==> src/rtl/sauria_pkg.sv <==
// Shared definitions for the SAURIA configuration-plane blocks: command op
// encoding and AXI response helpers.
package sauria_pkg;

  // Op code 3 is reserved; consumers treat it as a plain read.
  typedef enum logic [1:0] {
    CFG_WR   = 2'd0,
    CFG_RD   = 2'd1,
    CFG_POLL = 2'd2
  } cfg_op_e;

  localparam logic [1:0] AXI_RESP_OKAY = 2'b00;

  function automatic logic axi_resp_is_err(input logic [1:0] resp);
    return resp != AXI_RESP_OKAY;
  endfunction

endpackage

==> src/rtl/sauria_cfg_lite_master.sv <==
// Single-outstanding AXI4-Lite master turning write / read / poll commands
// into register accesses, with one response per command.
module sauria_cfg_lite_master
  import sauria_pkg::*;
#(
  parameter int ADDR_W = 32,
  parameter int DATA_W = 32,
  parameter int TMO_W  = 16
) (
  input  logic                i_system_clk,
  input  logic                i_system_rst,

  input  logic                i_cmd_valid,
  output logic                o_cmd_ready,
  input  logic [1:0]          i_cmd_op,
  input  logic [ADDR_W-1:0]   i_cmd_addr,
  input  logic [DATA_W-1:0]   i_cmd_data,
  input  logic [DATA_W-1:0]   i_cmd_mask,
  input  logic [TMO_W-1:0]    i_cmd_tmo,

  output logic                o_rsp_valid,
  input  logic                i_rsp_ready,
  output logic [DATA_W-1:0]   o_rsp_data,
  output logic                o_rsp_err,
  output logic                o_rsp_tmo,
  output logic                o_busy,

  output logic [ADDR_W-1:0]   o_cfg_axi_awaddr,
  output logic                o_cfg_axi_awvalid,
  input  logic                i_cfg_axi_awready,

  output logic [DATA_W-1:0]   o_cfg_axi_wdata,
  output logic [DATA_W/8-1:0] o_cfg_axi_wstrb,
  output logic                o_cfg_axi_wvalid,
  input  logic                i_cfg_axi_wready,

  input  logic [1:0]          i_cfg_axi_bresp,
  input  logic                i_cfg_axi_bvalid,
  output logic                o_cfg_axi_bready,

  output logic [ADDR_W-1:0]   o_cfg_axi_araddr,
  output logic                o_cfg_axi_arvalid,
  input  logic                i_cfg_axi_arready,

  input  logic [DATA_W-1:0]   i_cfg_axi_rdata,
  input  logic [1:0]          i_cfg_axi_rresp,
  input  logic                i_cfg_axi_rvalid,
  output logic                o_cfg_axi_rready
);

  typedef enum logic [2:0] {
    IDLE,
    WR,
    WAIT_B,
    RD_A,
    RD_R,
    RSP
  } state_e;

  state_e state, state_nxt;

  logic [ADDR_W-1:0] addr_q;
  logic [DATA_W-1:0] data_q;
  logic [DATA_W-1:0] mask_q;
  logic [DATA_W-1:0] rsp_data_q;
  logic [TMO_W-1:0]  cnt_q;
  logic              is_poll_q;
  logic              aw_done_q;
  logic              w_done_q;
  logic              rsp_err_q;
  logic              rsp_tmo_q;

  logic cmd_hs, aw_hs, w_hs, b_hs, ar_hs, r_hs;
  logic r_err, poll_match, poll_retry;

  assign cmd_hs = i_cmd_valid       && o_cmd_ready;
  assign aw_hs  = o_cfg_axi_awvalid && i_cfg_axi_awready;
  assign w_hs   = o_cfg_axi_wvalid  && i_cfg_axi_wready;
  assign b_hs   = i_cfg_axi_bvalid  && o_cfg_axi_bready;
  assign ar_hs  = o_cfg_axi_arvalid && i_cfg_axi_arready;
  assign r_hs   = i_cfg_axi_rvalid  && o_cfg_axi_rready;

  assign r_err      = axi_resp_is_err(i_cfg_axi_rresp);
  assign poll_match = ((i_cfg_axi_rdata ^ data_q) & mask_q) == '0;
  // A failing poll read loops back only while retries remain; bus errors never retry.
  assign poll_retry = is_poll_q && !r_err && !poll_match && (cnt_q != '0);

  // NOTE: clocked state uses non-blocking assignments so every flop samples
  // pre-edge values regardless of process evaluation order.
  always_ff @(posedge i_system_clk) begin
    if (i_system_rst) state <= IDLE;
    else              state <= state_nxt;
  end

  // NOTE: every combinational output gets a default first so no path through
  // the case statement can leave a value unassigned and infer a latch.
  always_comb begin
    state_nxt = state;
    unique case (state)
      IDLE:    if (cmd_hs) state_nxt = (i_cmd_op == CFG_WR) ? WR : RD_A;
      WR:      if ((aw_done_q || aw_hs) && (w_done_q || w_hs)) state_nxt = WAIT_B;
      WAIT_B:  if (b_hs) state_nxt = RSP;
      RD_A:    if (ar_hs) state_nxt = RD_R;
      RD_R:    if (r_hs) state_nxt = poll_retry ? RD_A : RSP;
      RSP:     if (i_rsp_ready) state_nxt = IDLE;
      default: state_nxt = IDLE;
    endcase
  end

  // Handshake flags are registered, so VALIDs never see READY combinationally.
  always_comb begin
    o_cmd_ready       = 1'b0;
    o_busy            = 1'b1;
    o_cfg_axi_awvalid = 1'b0;
    o_cfg_axi_wvalid  = 1'b0;
    o_cfg_axi_bready  = 1'b0;
    o_cfg_axi_arvalid = 1'b0;
    o_cfg_axi_rready  = 1'b0;
    o_rsp_valid       = 1'b0;
    unique case (state)
      IDLE: begin
        o_cmd_ready = 1'b1;
        o_busy      = 1'b0;
      end
      WR: begin
        o_cfg_axi_awvalid = !aw_done_q;
        o_cfg_axi_wvalid  = !w_done_q;
      end
      WAIT_B:  o_cfg_axi_bready  = 1'b1;
      RD_A:    o_cfg_axi_arvalid = 1'b1;
      RD_R:    o_cfg_axi_rready  = 1'b1;
      RSP:     o_rsp_valid       = 1'b1;
      default: o_busy            = 1'b0;
    endcase
  end

  always_ff @(posedge i_system_clk) begin
    if (i_system_rst) begin
      addr_q     <= '0;
      data_q     <= '0;
      mask_q     <= '0;
      cnt_q      <= '0;
      is_poll_q  <= 1'b0;
      aw_done_q  <= 1'b0;
      w_done_q   <= 1'b0;
      rsp_data_q <= '0;
      rsp_err_q  <= 1'b0;
      rsp_tmo_q  <= 1'b0;
    end else begin
      if (cmd_hs) begin
        addr_q     <= i_cmd_addr;
        data_q     <= i_cmd_data;
        mask_q     <= i_cmd_mask;
        cnt_q      <= i_cmd_tmo;
        is_poll_q  <= (i_cmd_op == CFG_POLL);
        aw_done_q  <= 1'b0;
        w_done_q   <= 1'b0;
        rsp_data_q <= '0;
        rsp_err_q  <= 1'b0;
        rsp_tmo_q  <= 1'b0;
      end
      if (aw_hs) aw_done_q <= 1'b1;
      if (w_hs)  w_done_q  <= 1'b1;
      if (b_hs)  rsp_err_q <= axi_resp_is_err(i_cfg_axi_bresp);
      if (r_hs) begin
        rsp_data_q <= i_cfg_axi_rdata;
        rsp_err_q  <= r_err;
        if (is_poll_q && !r_err && !poll_match) begin
          if (cnt_q == '0) rsp_tmo_q <= 1'b1;
          else             cnt_q     <= cnt_q - TMO_W'(1);
        end
      end
    end
  end

  assign o_cfg_axi_awaddr = addr_q;
  assign o_cfg_axi_araddr = addr_q;
  assign o_cfg_axi_wdata  = data_q;
  assign o_cfg_axi_wstrb  = '1;

  assign o_rsp_data = rsp_data_q;
  assign o_rsp_err  = rsp_err_q;
  assign o_rsp_tmo  = rsp_tmo_q;

endmodule

==> config.mk <==
export PLATFORM = sky130hd
export DESIGN_NAME = sauria_cfg_lite_master
export DESIGN_NICKNAME = d
export VERILOG_FILES = /design/src/rtl/sauria_pkg.sv /design/src/rtl/sauria_cfg_lite_master.sv
export SDC_FILE = /design/constraint.sdc
export NUM_CORES = 1
export LEC_CHECK = 0
export CAP_MARGIN = 20
export CORE_MARGIN = 5
export CORE_UTILIZATION = 40
export DETAILED_ROUTE_END_ITERATION = 8
export PLACE_DENSITY = 0.74
export SYNTH_ARGS = -nofsm -noshare
export SYNTH_HDL_FRONTEND = slang
export SYNTH_SLANG_ARGS = --single-unit
==> constraint.sdc <==
create_clock -name i_system_clk -period 7.1 [get_ports i_system_clk]
set_input_delay 2.13 -clock i_system_clk [delete_from_list [all_inputs] [get_ports i_system_clk]]
set_output_delay 2.13 -clock i_system_clk [all_outputs]
set_load 0.05 [all_outputs]
# [Word-level counts from Yosys, hierarchy flattened]
# Cells that the tools add are included.
# W data, S select, Z words.
[totals] register_bits=152 input_bits=159 out_inout_bits=142 elab_cells=87
[classes] addsub=1 eq_ne=12 mux=32 bitwise_logic=2 reduce_logical=29
[op_table] cell="$mux W16" n=4
[op_table] cell="$mux W32" n=2
[op_table] cell="$and A32 B32 Y32" n=1
[op_table] cell="$logic_not A32 Y1" n=1
[op_table] cell="$xor A32 B32 Y32" n=1
[op_table] cell="$mux W3" n=7
[op_table] cell="$pmux W3 S6" n=1
[op_table] cell="$mux W1" n=17
[op_table] cell="$logic_not A16 Y1" n=1
[op_table] cell="$reduce_bool A16 Y1" n=1
[op_table] cell="$sub A16 B1 Y16 const B" n=1
[op_table] cell="$ne A2 B2 Y1 const B" n=6
[op_table] cell="$logic_and A1 B1 Y1" n=10
[op_table] cell="$reduce_bool A2 Y1" n=5
[op_table] cell="$eq A3 B2 Y1 const B" n=2
[op_table] cell="$eq A3 B3 Y1 const B" n=2
[op_table] cell="$reduce_and A6 Y1" n=1
[op_table] cell="$reduce_or A5 Y1" n=1
[op_table] cell="$logic_not A1 Y1" n=4
[op_table] cell="$eq A3 B1 Y1 const B" n=1
[op_table] cell="$logic_not A3 Y1" n=1
[op_table] cell="$reduce_bool A3 Y1" n=1
[op_table] cell="$eq A2 B2 Y1 const B" n=1
[op_table] cell="$logic_not A2 Y1" n=1
[op_table] cell="other kinds (2)" n=3

# [Depth between registers and ports, before layout]
[depth] word_depth=9 depth_mapped=8 mapped_depth_nobuf=7

# [Worst setup path after synthesis]
# No wires, ideal clock.
[synth_timing] path_type="register to output" start="reg state[2]" end="out o_busy" arrival_time_ns=2.200 required_time_ns=4.970 path_slack_ns=2.770 stages_incl_launch_ff=4 path_buffers=1 cell_sequence="dfxtp_1 -> buf_2 -> nor3_1 -> a21oi_1"
[synth_between] elab_chain_cells=3 word_cells_on_any_way=7 cone_classes="eq/ne: 5; mux: 1; reduce/logical: 1"
[synth_rtl] element="from (decl)" line="sauria_cfg_lite_master.sv:60" source="state_e state, state_nxt;"
[synth_rtl] element="from (signal assigned)" line="sauria_cfg_lite_master.sv:92" source="else state <= state_nxt;"
[synth_rtl] element="$eq A3 B3 Y1, or another cell as far along" line="sauria_cfg_lite_master.sv:120" source="unique case (state)"
[synth_rtl] element="$reduce_or A5 Y1 (no line) (*)"
[synth_rtl] element="$mux W1 (*)" line="sauria_cfg_lite_master.sv:120"
[synth_rtl] element="to (decl)" line="sauria_cfg_lite_master.sv:26" source="output logic o_busy,"
# Mark *: on every way between the ends. The rest lies on a longest branch, timed or not.

# [Final worst setup path]
[layout_timing] start="reg state[1]" end="out o_cfg_axi_wvalid"
[layout_between] elab_chain_cells=2
[layout_rtl] element="$eq A3 B1 Y1" line="sauria_cfg_lite_master.sv:120"
[layout_rtl] element="$mux W1" line="sauria_cfg_lite_master.sv:120"
[layout_rtl] element="to (decl)" line="sauria_cfg_lite_master.sv:34" source="output logic o_cfg_axi_wvalid,"
# No other way between the ends.

==> run_results.csv <==
group,metric,value,unit
critical_path,timing.critical_path.required,4.97,ns
timing,timing_max_transition_violations_final,0,
timing,grt_setup_unrepaired,"no",
run,max-cap-violations,0,
cts,worst_skew_pair.late_latency,0.42,ns
critical_path,critical-path-top-cell-by-count,"sky130_fd_sc_hd__nor2_1",
grt,antenna_found_initial,2,
final_layout,final_layout_size_suffix_gt1_share,5.69,%
critical_path,timing.critical_path.to,"o_cfg_axi_wvalid",
drt,route.detailed.vias_per_inst,5.21,
timing,finalClockSkew,0.0110,ns
timing,achievable-frequency,221,MHz
critical_path,cp_data_arrival_time,2.40,ns
critical_path,critPathBufInv,1,
die,horizontal_die_dimension,141,um
timing,timing.max_slew.rel_slack,31.0,%
placement,dp_hpwl,16700,um
timing,final.setup.tns,0,ns
critical_path,cp_cell_sequence,"nor2_1 -> nand2_1 -> nor2_1 -> clkdlybuf4s50_1",
power_and_ir_drop,power_per_cell_area,382,mW/mm^2
final_layout,num-nets-final,1255,
drt,route.detailed.drc,0,
power_and_ir_drop,vdd_drop_max,0.265,mV
critical_path,timing.critical_path.slowest_stage_cell,"sky130_fd_sc_hd__clkdlybuf4s50_1",
grt,maximum_number_of_pins_on_one_net_before_global_route_repair,112,
logic_synthesis,postSynthRegisterBits,152,
final_layout,n_antenna_cell,0,
logic_synthesis,synthesis.instances,868,
logic_synthesis,yosys_most_used_dff,"sky130_fd_sc_hd__dfxtp_1",
placement,place_ws,2.33,ns
cts,clockBufferDepth,2,
timing,final.period_utilization,63.9,%
die,initial_utilization,40.3,%
grt,global_route.usage.total,22.8,%
die,std_cell_rows,48,
grt,global_route.overflow_total,0,
critical_path,critPathCaptureType,"output port",
cts,cts_tree,"yes",
critical_path,logic_depth_of_the_worst_setup_path_including_buffers,4,
logic_synthesis,yosys_warnings,0,
timing,worst_pin_slew,1.04,ns
drt,routed-via-count,6934,
drt,route.antenna.remaining_nets,0,
logic_synthesis,synthArstFlopShare,0,%
cts,cts-buffers-inserted,17,
power_and_ir_drop,total_leakage_power,3.73,nW
cts,clk_pin_slew_worst_paths,0.06,ns
critical_path,slowest_delay,0.85,ns
critical_path,cpLargestDelayFamily,"buffers and inverters",
cts,h-tree-depth,4,
cts,postCtsSetupRepairBufs,0,
critical_path,ff2ff_path_depth,5,
die,floorplan.die.height,141,um
drt,wirelength,23700,um
critical_path,setup.reg_to_reg.worst_slack,4.23,ns
final_layout,fin_cells,1332,
placement,placedCellCount,1299,
logic_synthesis,syn_avg_cell_area,7.94,um^2
cts,ctsHoldBuffers,0,
drt,wl_per_cell,17.8,um
cts,clock-root-buffer,"sky130_fd_sc_hd__clkbuf_16",
drt,drtPass1Iterations,6,
die,floorplan.io_pins,301,
logic_synthesis,edff_count_synth,0,
die,floorplan.core_area,0.0171,mm^2
drt,initialDrtViolationCount,398,
critical_path,worstSetupPathType,"flip-flop to output port",
critical_path,crit_fanout,17,
critical_path,crit_start,"state[1]$_SDFFE_PP0P_",
cts,cts.sink_count,152,
timing,fin_crit,4.53,ns
critical_path,critPathLaunchType,"flip-flop",
placement,port_buffers,296,
placement,globalplace.congestion,0.881,
logic_synthesis,post_synth_num_cell_types,68,
critical_path,rr_endpoint,"cnt_q[10]$_SDFF_PP0_",
grt,vias_in_the_first_global_route,6594,
final_layout,area_growth_syn_to_layout,49.3,%
critical_path,startpoint_of_the_worst_register_to_register_path,"state[2]$_SDFFE_PP0P_",
logic_synthesis,synth_seq_area_share,44.1,%
die,die_area,0.0200,mm^2
outcome,status,"finished, final reports clean",
cts,cts.repair.resized,0,
grt,grt_first_pass_wirelength,36100,um
logic_synthesis,syn_area,0.00689,mm^2
timing,setup_violations,0,
timing,finalHoldViolations,0,
timing,final_critical_path_setup_slack,2.57,ns
hold_path,worst_hold_path_type,"flip-flop to flip-flop",
-- state kept, by name, indices dropped and copies added, names as in the netlist --
name / count
aw_done_q: 1
cnt_q: 16
is_poll_q: 1
mask_q: 32
o_cfg_axi_araddr: 32
o_cfg_axi_wdata: 32
o_rsp_data: 32
o_rsp_err: 1
o_rsp_tmo: 1
state: 3
w_done_q: 1
-- worst register-to-register path: stages, from the launching register on --
cell	delay (ns)
sky130_fd_sc_hd__dfxtp_1	0.56
sky130_fd_sc_hd__nor3b_4	0.32
sky130_fd_sc_hd__nand2_2	0.57
sky130_fd_sc_hd__a31o_2	0.59
sky130_fd_sc_hd__or4_1	0.52
sky130_fd_sc_hd__a221oi_2	0.23
-- placed cells by master (no fill, tap or decap), drive strengths merged, types with 4 or more instances in the layout --
master / synthesis / routed
nor3b: 5 / 5
nand4: 5 / 5
xor2: 34 / 34
a21oi: 139 / 139
o311a: 4 / 4
clkdlybuf4s50: 0 / 295
nor4: 10 / 10
a221oi: 4 / 4
nand2: 249 / 249
nand3: 40 / 40
or3: 6 / 6
nor3: 12 / 12
clkbuf: 38 / 18
conb: 1 / 4
a211o: 4 / 4
nor2: 20 / 20
or4: 8 / 8
o311ai: 4 / 4
a22oi: 18 / 18
nor2b: 4 / 4
and2: 4 / 4
inv: 5 / 10
buf: 60 / 7
and3: 5 / 5
dfxtp: 152 / 152
-- how the worst min path moves through the flow --
stage                            from                     end  slack, ns  depth (start not counted)
5_1_grt        mask_q[9]$_SDFFE_PP0P_  mask_q[9]$_SDFFE_PP0P_       0.48                          2
3_5_place_dp     o_rsp_tmo$_SDFF_PP0_    o_rsp_tmo$_SDFF_PP0_       0.44                          2
2_1_floorplan  mask_q[0]$_SDFFE_PP0P_  mask_q[0]$_SDFFE_PP0P_       0.44                          2
4_1_cts          o_rsp_tmo$_SDFF_PP0_    o_rsp_tmo$_SDFF_PP0_       0.45                          2
6_report         o_rsp_tmo$_SDFF_PP0_    o_rsp_tmo$_SDFF_PP0_       0.45                          2
3_3_place_gp     o_rsp_tmo$_SDFF_PP0_    o_rsp_tmo$_SDFF_PP0_       0.44                          2
-- Yosys cell counts (4+ instances only) --
master	count	area [um^2]
sky130_fd_sc_hd__nor2_1	18	67.6
sky130_fd_sc_hd__a211o_1	4	35.0
sky130_fd_sc_hd__or3_1	6	37.5
sky130_fd_sc_hd__nor4_1	8	50.1
sky130_fd_sc_hd__nand4_1	4	25.0
sky130_fd_sc_hd__nor3_1	11	55.1
sky130_fd_sc_hd__xor2_1	34	298
sky130_fd_sc_hd__nor3b_1	4	30.0
sky130_fd_sc_hd__a21oi_1	139	696
sky130_fd_sc_hd__buf_4	38	285
sky130_fd_sc_hd__and3_1	5	31.3
sky130_fd_sc_hd__nand3_1	39	195
sky130_fd_sc_hd__buf_2	6	30.0
sky130_fd_sc_hd__dfxtp_1	152	3040
sky130_fd_sc_hd__clkbuf_1	38	143
sky130_fd_sc_hd__and2_1	4	25.0
sky130_fd_sc_hd__buf_1	11	41.3
sky130_fd_sc_hd__or4_1	6	45.0
sky130_fd_sc_hd__nand2_1	247	927
sky130_fd_sc_hd__inv_1	5	18.8
sky130_fd_sc_hd__buf_6	5	56.3
sky130_fd_sc_hd__nor2b_1	4	25.0
sky130_fd_sc_hd__a22oi_1	18	135
-- layout make-up --
| cell class | instances | area [um^2] |
|---|---|---|
| clock buffer | 18 | 429 |
| clock inverter | 14 | 185 |
| fill | 1593 | 6830 |
| inverter | 5 | 18.8 |
| multi-input combinational | 616 | 3300 |
| sequential | 152 | 3040 |
| tap | 225 | 282 |
| timing repair buffer | 302 | 3030 |
-- cells by family (layout without fill, tap and decap cells) --
kind of cell               count (synthesis)  count (layout)  synth area share [%]
adders and majority gates                  2               2                 0.363
buffers and inverters                    103             339                  8.33
other                                      1               4                0.0544
xor gates and xnor gates                  34              34                  4.32
muxes                                      2               2                 0.490
and+or+nand+nor                          376             376                  24.9
DFF                                      152             152                  44.1
AOI/OAI and AO/OA                        198             198                  17.4
-- power by group --
group,leakage [nW],internal [W],switching [W]
Sequential,1.24,0.00102,0.000150
Combinational,2.20,0.000606,0.00121
Clock,0.290,0.000562,0.000384
Total,3.73,0.00218,0.00175
-- per-stage QoR --
step	utilization [%]	power, W	instance area, um^2	hold slack (ns)
2_1_floorplan	-	0.00246	6900	0.436
3_3_place_gp	56.3	0.00297	9640	0.440
3_5_place_dp	56.4	0.00300	9650	0.444
4_1_cts	60.0	0.00396	10300	0.454
5_1_grt	60.1	0.00414	10300	0.476
6_report	60.1	0.00393	10300	0.451
-- per-layer routing --
layer | vias to the layer above | part of all wire (%) | global-route usage (%)
met5 | - | 0.13 | 0
met2 | 291 | 48 | 38.7
met1 | 3229 | 41 | 27.9
li1 | 3381 | - | -
met4 | 4 | 2.0 | 6.88
met3 | 29 | 8.2 | 6.71
(Power assumes the default switching activity.)
==> variant 1, RTL diff (same settings) <==
Set the parameter `TMO_W` to 18 (it was 16).
--- a/src/rtl/sauria_cfg_lite_master.sv
+++ b/src/rtl/sauria_cfg_lite_master.sv
@@ -5,7 +5,7 @@
 #(
   parameter int ADDR_W = 32,
   parameter int DATA_W = 32,
-  parameter int TMO_W  = 16
+  parameter int TMO_W  = 18
 ) (
   input  logic                i_system_clk,
   input  logic                i_system_rst,
Ports: changed (resized i_cmd_tmo); port bits go from 301 to 303. The function was not compared with the original's and may differ.
==> variant 1 against the unedited design <==
Area after synthesis decreased by 3.3%; power decreased by 4.3%; setup slack got worse by 32 ps; sequential cell count increased by 2; wire length decreased by 6.5%; via count decreased by 5.2%; count of clock-buffer cells in the layout increased by 2; design area decreased by 2.2%; critical path type is now input pin to flip-flop; largest power group unchanged; highest routed layer unchanged.
==> variant 1: results (changes against the unedited design) <==
Endpoint, Worst Hold: mask_q[0]
Maximum buffer depth of the clock tree: 2 (unchanged)
Sequential logic power: 1.17 mW (about the same)
Psw: 1.611 mW (-7.8%)
Pin count of the biggest net entering global routing: 106 (-5.4%)
Number of global-route vias before repair: 6,505 (-1.3%)
Level count of the clock H-tree: 4 (unchanged)
Met2 routing resource usage after global routing: 0.3608 (-0.02598)
Iter 0 DRT Violations: 384 (-3.5%)
Reg-to-reg startpoint: state[2]
Post-placement worst setup slack: 2106 ps (-228.1 ps)
Hold Slack: 453.6 ps (+2.524 ps)
Wire length of the first global-routing pass: 34,990 µm (-3.1%)
Fill cell total of the finished layout: 1,463 (-8.2%)
Synth top cells by count: nand2_1 (247), dfxtp_1 (154), a21oi_1 (146)
Inserted Clock Buffers: 17 (unchanged)
Antenna violations before repair: 1 (-1)
Run status: finished, final reports clean
Leakage: 3.624 nW (-2.9%)
Post-synthesis instance total: 842 (-3.0%)
Clock latency at the later pin of the worst-skew pair: 420 ps (about the same)
GRT Total Usage: 0.2229 (-0.004710)
Detailed-placement wirelength estimate: 15,570 µm (-6.6%)
Fraction of final layout cells sized beyond drive strength 1: 0.04784 (-0.009072)
Register-to-register setup slack: 3940 ps (-290 ps)
Number of buffers inserted by port buffering: 298 (+0.68%)
Clk_skew: 8.964 ps (-1.992 ps)
P_comb: 1.68 mW (-8%)
Detailed-route via count: 6,571 (-5.2%)
DRC violations left: 0 (unchanged)
Number of nets in the finished design: 1,236 (-1.5%)
Number of placed cells counting well taps: 1,274 (-1.9%)
Biggest fanout along the worst timing path: 33 (+16)
Placed cell area: 9445 µm² (-2.1%)
Hold Path Origin: mask_q[0]
Initial DRT Pass Iterations: 5 (-1)
Part of the Yosys area used for sequential elements: 0.4624 (+0.02092)
Leading cell types by total area after synthesis: dfxtp_1 (46%), nand2_1 (14%), a21oi_1 (11%)
Combinational power share: 0.446 (-0.017)
Via count normalized by instance count: 5.028 (-3.4%)
Count of cells resized by post-cts repair: 0 (unchanged)
Synth Warn #: 0 (unchanged)
Peak supply drop: 0.0002292 V (-13%)
Reg2reg end: cnt_q[16]
Share of synthesized registers carrying an async set or reset: 0 (unchanged)
Routing usage on met1: 0.2824 (+0.003414)
Drt wl/cell: 16.98 µm (-4.7%)
Post-CTS Setup Inserts: 0 (unchanged)
CP arrival: 4910 ps (+2510 ps)
Met3 layer usage reported by global route: 0.07552 (+0.008446)
Netlist cell types: 55 (-19%)
Final estimated routing congestion in global placement: 0.8107 (-8.0%)
Post-route cell area: 10,070 µm² (-2.2%)
Transition at the pin with the smallest max-transition slack: 1012 ps (-22.84 ps)
Path class of the lowest-slack min-delay path: flip-flop to flip-flop
Cell count of the worst reg-to-reg path: 7 (+2)
-- variant 1: cell types whose count changed after synthesis, sizes merged, moves of 5 or more --
cell / unedited run / this run
a21oi: 139 / 147
a31oi: 3 / 8
buf: 60 / 45
clkbuf: 38 / 49
nor4: 10 / 4
-- variant 1: critical path: stages --
cell	delay, ps
clkdlybuf4s50_1	490
and2_2	680
nand3_1	280
nor2_1	440
nand3_2	240
or3_2	470
a31oi_1	160
-- variant 1: layout make-up --
class	count	area, µm²	share of cell area
sequential	154	3083	0.3062
multi-input combinational	595	3062	0.3041
timing repair buffer	304	3045	0.3025
clock buffer	20	446.7	0.04437
tap	220	275.3	0.02734
clock inverter	12	147.6	0.01467
inverter	2	7.507	0.0007457
-- variant 1: worst max-delay path by stage --
stage | start | endpoint | slack, ps | depth (start not counted)
global route | i_cfg_axi_rvalid | cnt_q[16] | 2300 | 7
detailed placement | i_cfg_axi_rvalid | cnt_q[16] | 2110 | 7
CTS | i_cfg_axi_rvalid | cnt_q[16] | 2530 | 7
floorplan | state[1] | o_busy | 2710 | 3
finish | i_cfg_axi_rvalid | cnt_q[16] | 2530 | 7
global placement | i_cfg_axi_rvalid | cnt_q[16] | 2180 | 7
-- variant 1: logic make-up after synthesis --
family	Yosys count	share of synthesized area
adders and majority gates	1	0.001876
buffers and inverters	96	0.08182
xor gates and xnor gates	32	0.04203
AOI/OAI and AO/OA	203	0.1747
muxes	1	0.003378
DFF	154	0.4624
other	1	0.0005624
and+or+nand+nor	354	0.2333
-- variant 1: layer usage --
layer / part of all wire / routed length (µm)
met3: 0.089 / 1970
met4: 0.018 / 393
met5: 0.00059 / 13
met1: 0.41 / 9179
met2: 0.48 / 10630
==> variant 2, RTL diff (config.mk and constraints unchanged) <==
Without the edit above. The 6 states of `state_e` get a one-hot encoding in 6 bits.
--- a/src/rtl/sauria_cfg_lite_master.sv
+++ b/src/rtl/sauria_cfg_lite_master.sv
@@ -48,13 +48,13 @@
   output logic                o_cfg_axi_rready
 );
 
-  typedef enum logic [2:0] {
-    IDLE,
-    WR,
-    WAIT_B,
-    RD_A,
-    RD_R,
-    RSP
+  typedef enum logic [5:0] {
+    IDLE   = 6'b000001,
+    WR     = 6'b000010,
+    WAIT_B = 6'b000100,
+    RD_A   = 6'b001000,
+    RD_R   = 6'b010000,
+    RSP    = 6'b100000
   } state_e;
 
   state_e state, state_nxt;
Behaviour: no difference found for any inputs over 4 cycles, from zero or initial values and one cycle with i_system_rst high; so few cycles prove little.
==> variant 2 against the unedited design <==
Setup slack got worse by 560 ps; clock skew down 3.7 ps; sequential cell count up 3; critical endpoint is now o_cmd_ready; sequential share of layout area is 1.0 points higher; area after synthesis shrank 1.6%; via count down 1.9%; wire length is 3.9% lower; register-to-register slack lost 470 ps; die area down 1.5%; combinational power is 22% lower; critical path type unchanged; synthesized cell count grew 0.12%; power shrank 12%; design area down 1.4%; fmax decreased by 11%.
==> variant 2: results (changes against the unedited design) <==
Crit-path leading delay family: simple AND/OR/NAND/NOR gates
Netlist cell types: 51 (-25%)
Detailed-placement wirelength estimate: 16,150 µm (-3.1%)
Count of inserted antenna diode cells: 0 (unchanged)
Fill cell total of the finished layout: 1,532 (-3.8%)
Final estimated routing congestion in global placement: 0.8253 (-6.3%)
Part of the Yosys area used for sequential elements: 0.4575 (+0.01602)
Pin count of the biggest net entering global routing: 85 (-24%)
DRC violations left: 0 (unchanged)
Synth top cells by count: nand2_1 (245), dfxtp_1 (155), a21oi_1 (145)
Number of global-route vias before repair: 6,579 (-0.23%)
Antenna violations before repair: 0 (-2)
Reg-to-reg startpoint: state[1]
Fraction of final layout cells sized beyond drive strength 1: 0.04324 (-0.01367)
Biggest fanout along the worst timing path: 8 (-9)
GRT Total Usage: 0.2243 (-0.003263)
Post-placement worst setup slack: 2424 ps (+89.73 ps)
Max_slew headroom: 0.3797 (+0.06985)
Hold Path Origin: mask_q[24]
Wire length of the first global-routing pass: 35,350 µm (-2.1%)
Per-instance average area after synthesis: 7.805 µm² (-1.7%)
Detailed-route via count: 6,803 (-1.9%)
Number of nets in the finished design: 1,259 (+0.32%)
Run status: finished, final reports clean
Detailed Route WL: 22,810 µm (-3.9%)
Startpoint type of the worst setup path: flip-flop
Initial DRT Pass Iterations: 5 (-1)
Leading cell types by total area after synthesis: dfxtp_1 (46%), nand2_1 (14%), a21oi_1 (11%)
Synth Warn #: 0 (unchanged)
Slowest CP cell: clkdlybuf4s50_1
Clk_skew: 7.246 ps (-3.710 ps)
Maximum single-stage delay on the critical path: 930 ps (+80 ps)
CTS Root Buffer Type: clkbuf_16
Clock transition at the registers of the reported paths: 60 ps (about the same)
Leakage: 3.666 nW (-1.8%)
Peak supply drop: 0.0003248 V (+23%)
CP arrival: 2960 ps (+560 ps)
Drt wl/cell: 17.15 µm (-3.7%)
Iter 0 DRT Violations: 393 (-1.3%)
Path class of the lowest-slack min-delay path: flip-flop to flip-flop
Share of synthesized registers carrying an async set or reset: 0 (unchanged)
Placed cell area: 9567 µm² (-0.84%)
## variant 2: cell count changes after synthesis, moves of 5 or more
cell	delta
a21oi_1	+6
buf_1	-7
buf_2	+6
nor2_1	+9
nor4_1	-5
o21ai_0	+9
o311ai_0	+5
## variant 2: cell type report
class                      instances  area (µm²)  share of cell area
sequential                       155        3103              0.3058
clock buffer                      22       464.2             0.04575
tap                              220       275.3             0.02713
inverter                           6       27.53            0.002713
clock inverter                     9       115.1             0.01135
timing repair buffer             301        2998              0.2955
multi-input combinational        617        3163              0.3118
## variant 2: path summary, 6_finish.rpt
kind | to | slack (ps) | depth (start not counted)
min reg2reg | mask_q[24] | 450 | 2
min | mask_q[24] | 450 | 2
max | o_cmd_ready | 2010 | 4
max reg2reg | mask_q[10] | 3760 | 7
## variant 2: where the power goes
part	leakage (nW)	total [mW]	internal, mW	switching, mW
combinational	2.12	1.42	0.477	0.944
sequential	1.27	1.12	1.01	0.109
clock	0.277	0.904	0.537	0.367
## variant 2: cells by family after synthesis
family                     count (synthesis)  synth area share
AOI/OAI and AO/OA                        206            0.1736
and+or+nand+nor                          371            0.2415
buffers and inverters                    100           0.07932
adders and majority gates                  2          0.003689
xor gates and xnor gates                  34           0.04390
other                                      1         0.0005529
DFF                                      155            0.4575
## variant 2: per-layer routing
layer  vias up  part of all wire  wire (µm)  track usage
met2       268              0.49      11280       0.3909
met3        26             0.084       1921      0.07873
met5         -                 0          0            0
met4         0             0.017        380      0.05711
li1       3369                 -          -            -
met1      3140              0.40       9232       0.2632
## variant 2: worst register-to-register path: cells and delay by family, from the launching register on
kind / cells / cell delay, ps
buf+inv: 1 / 660
compound gates: 1 / 160
flops: 1 / 370
simple gates: 5 / 2090
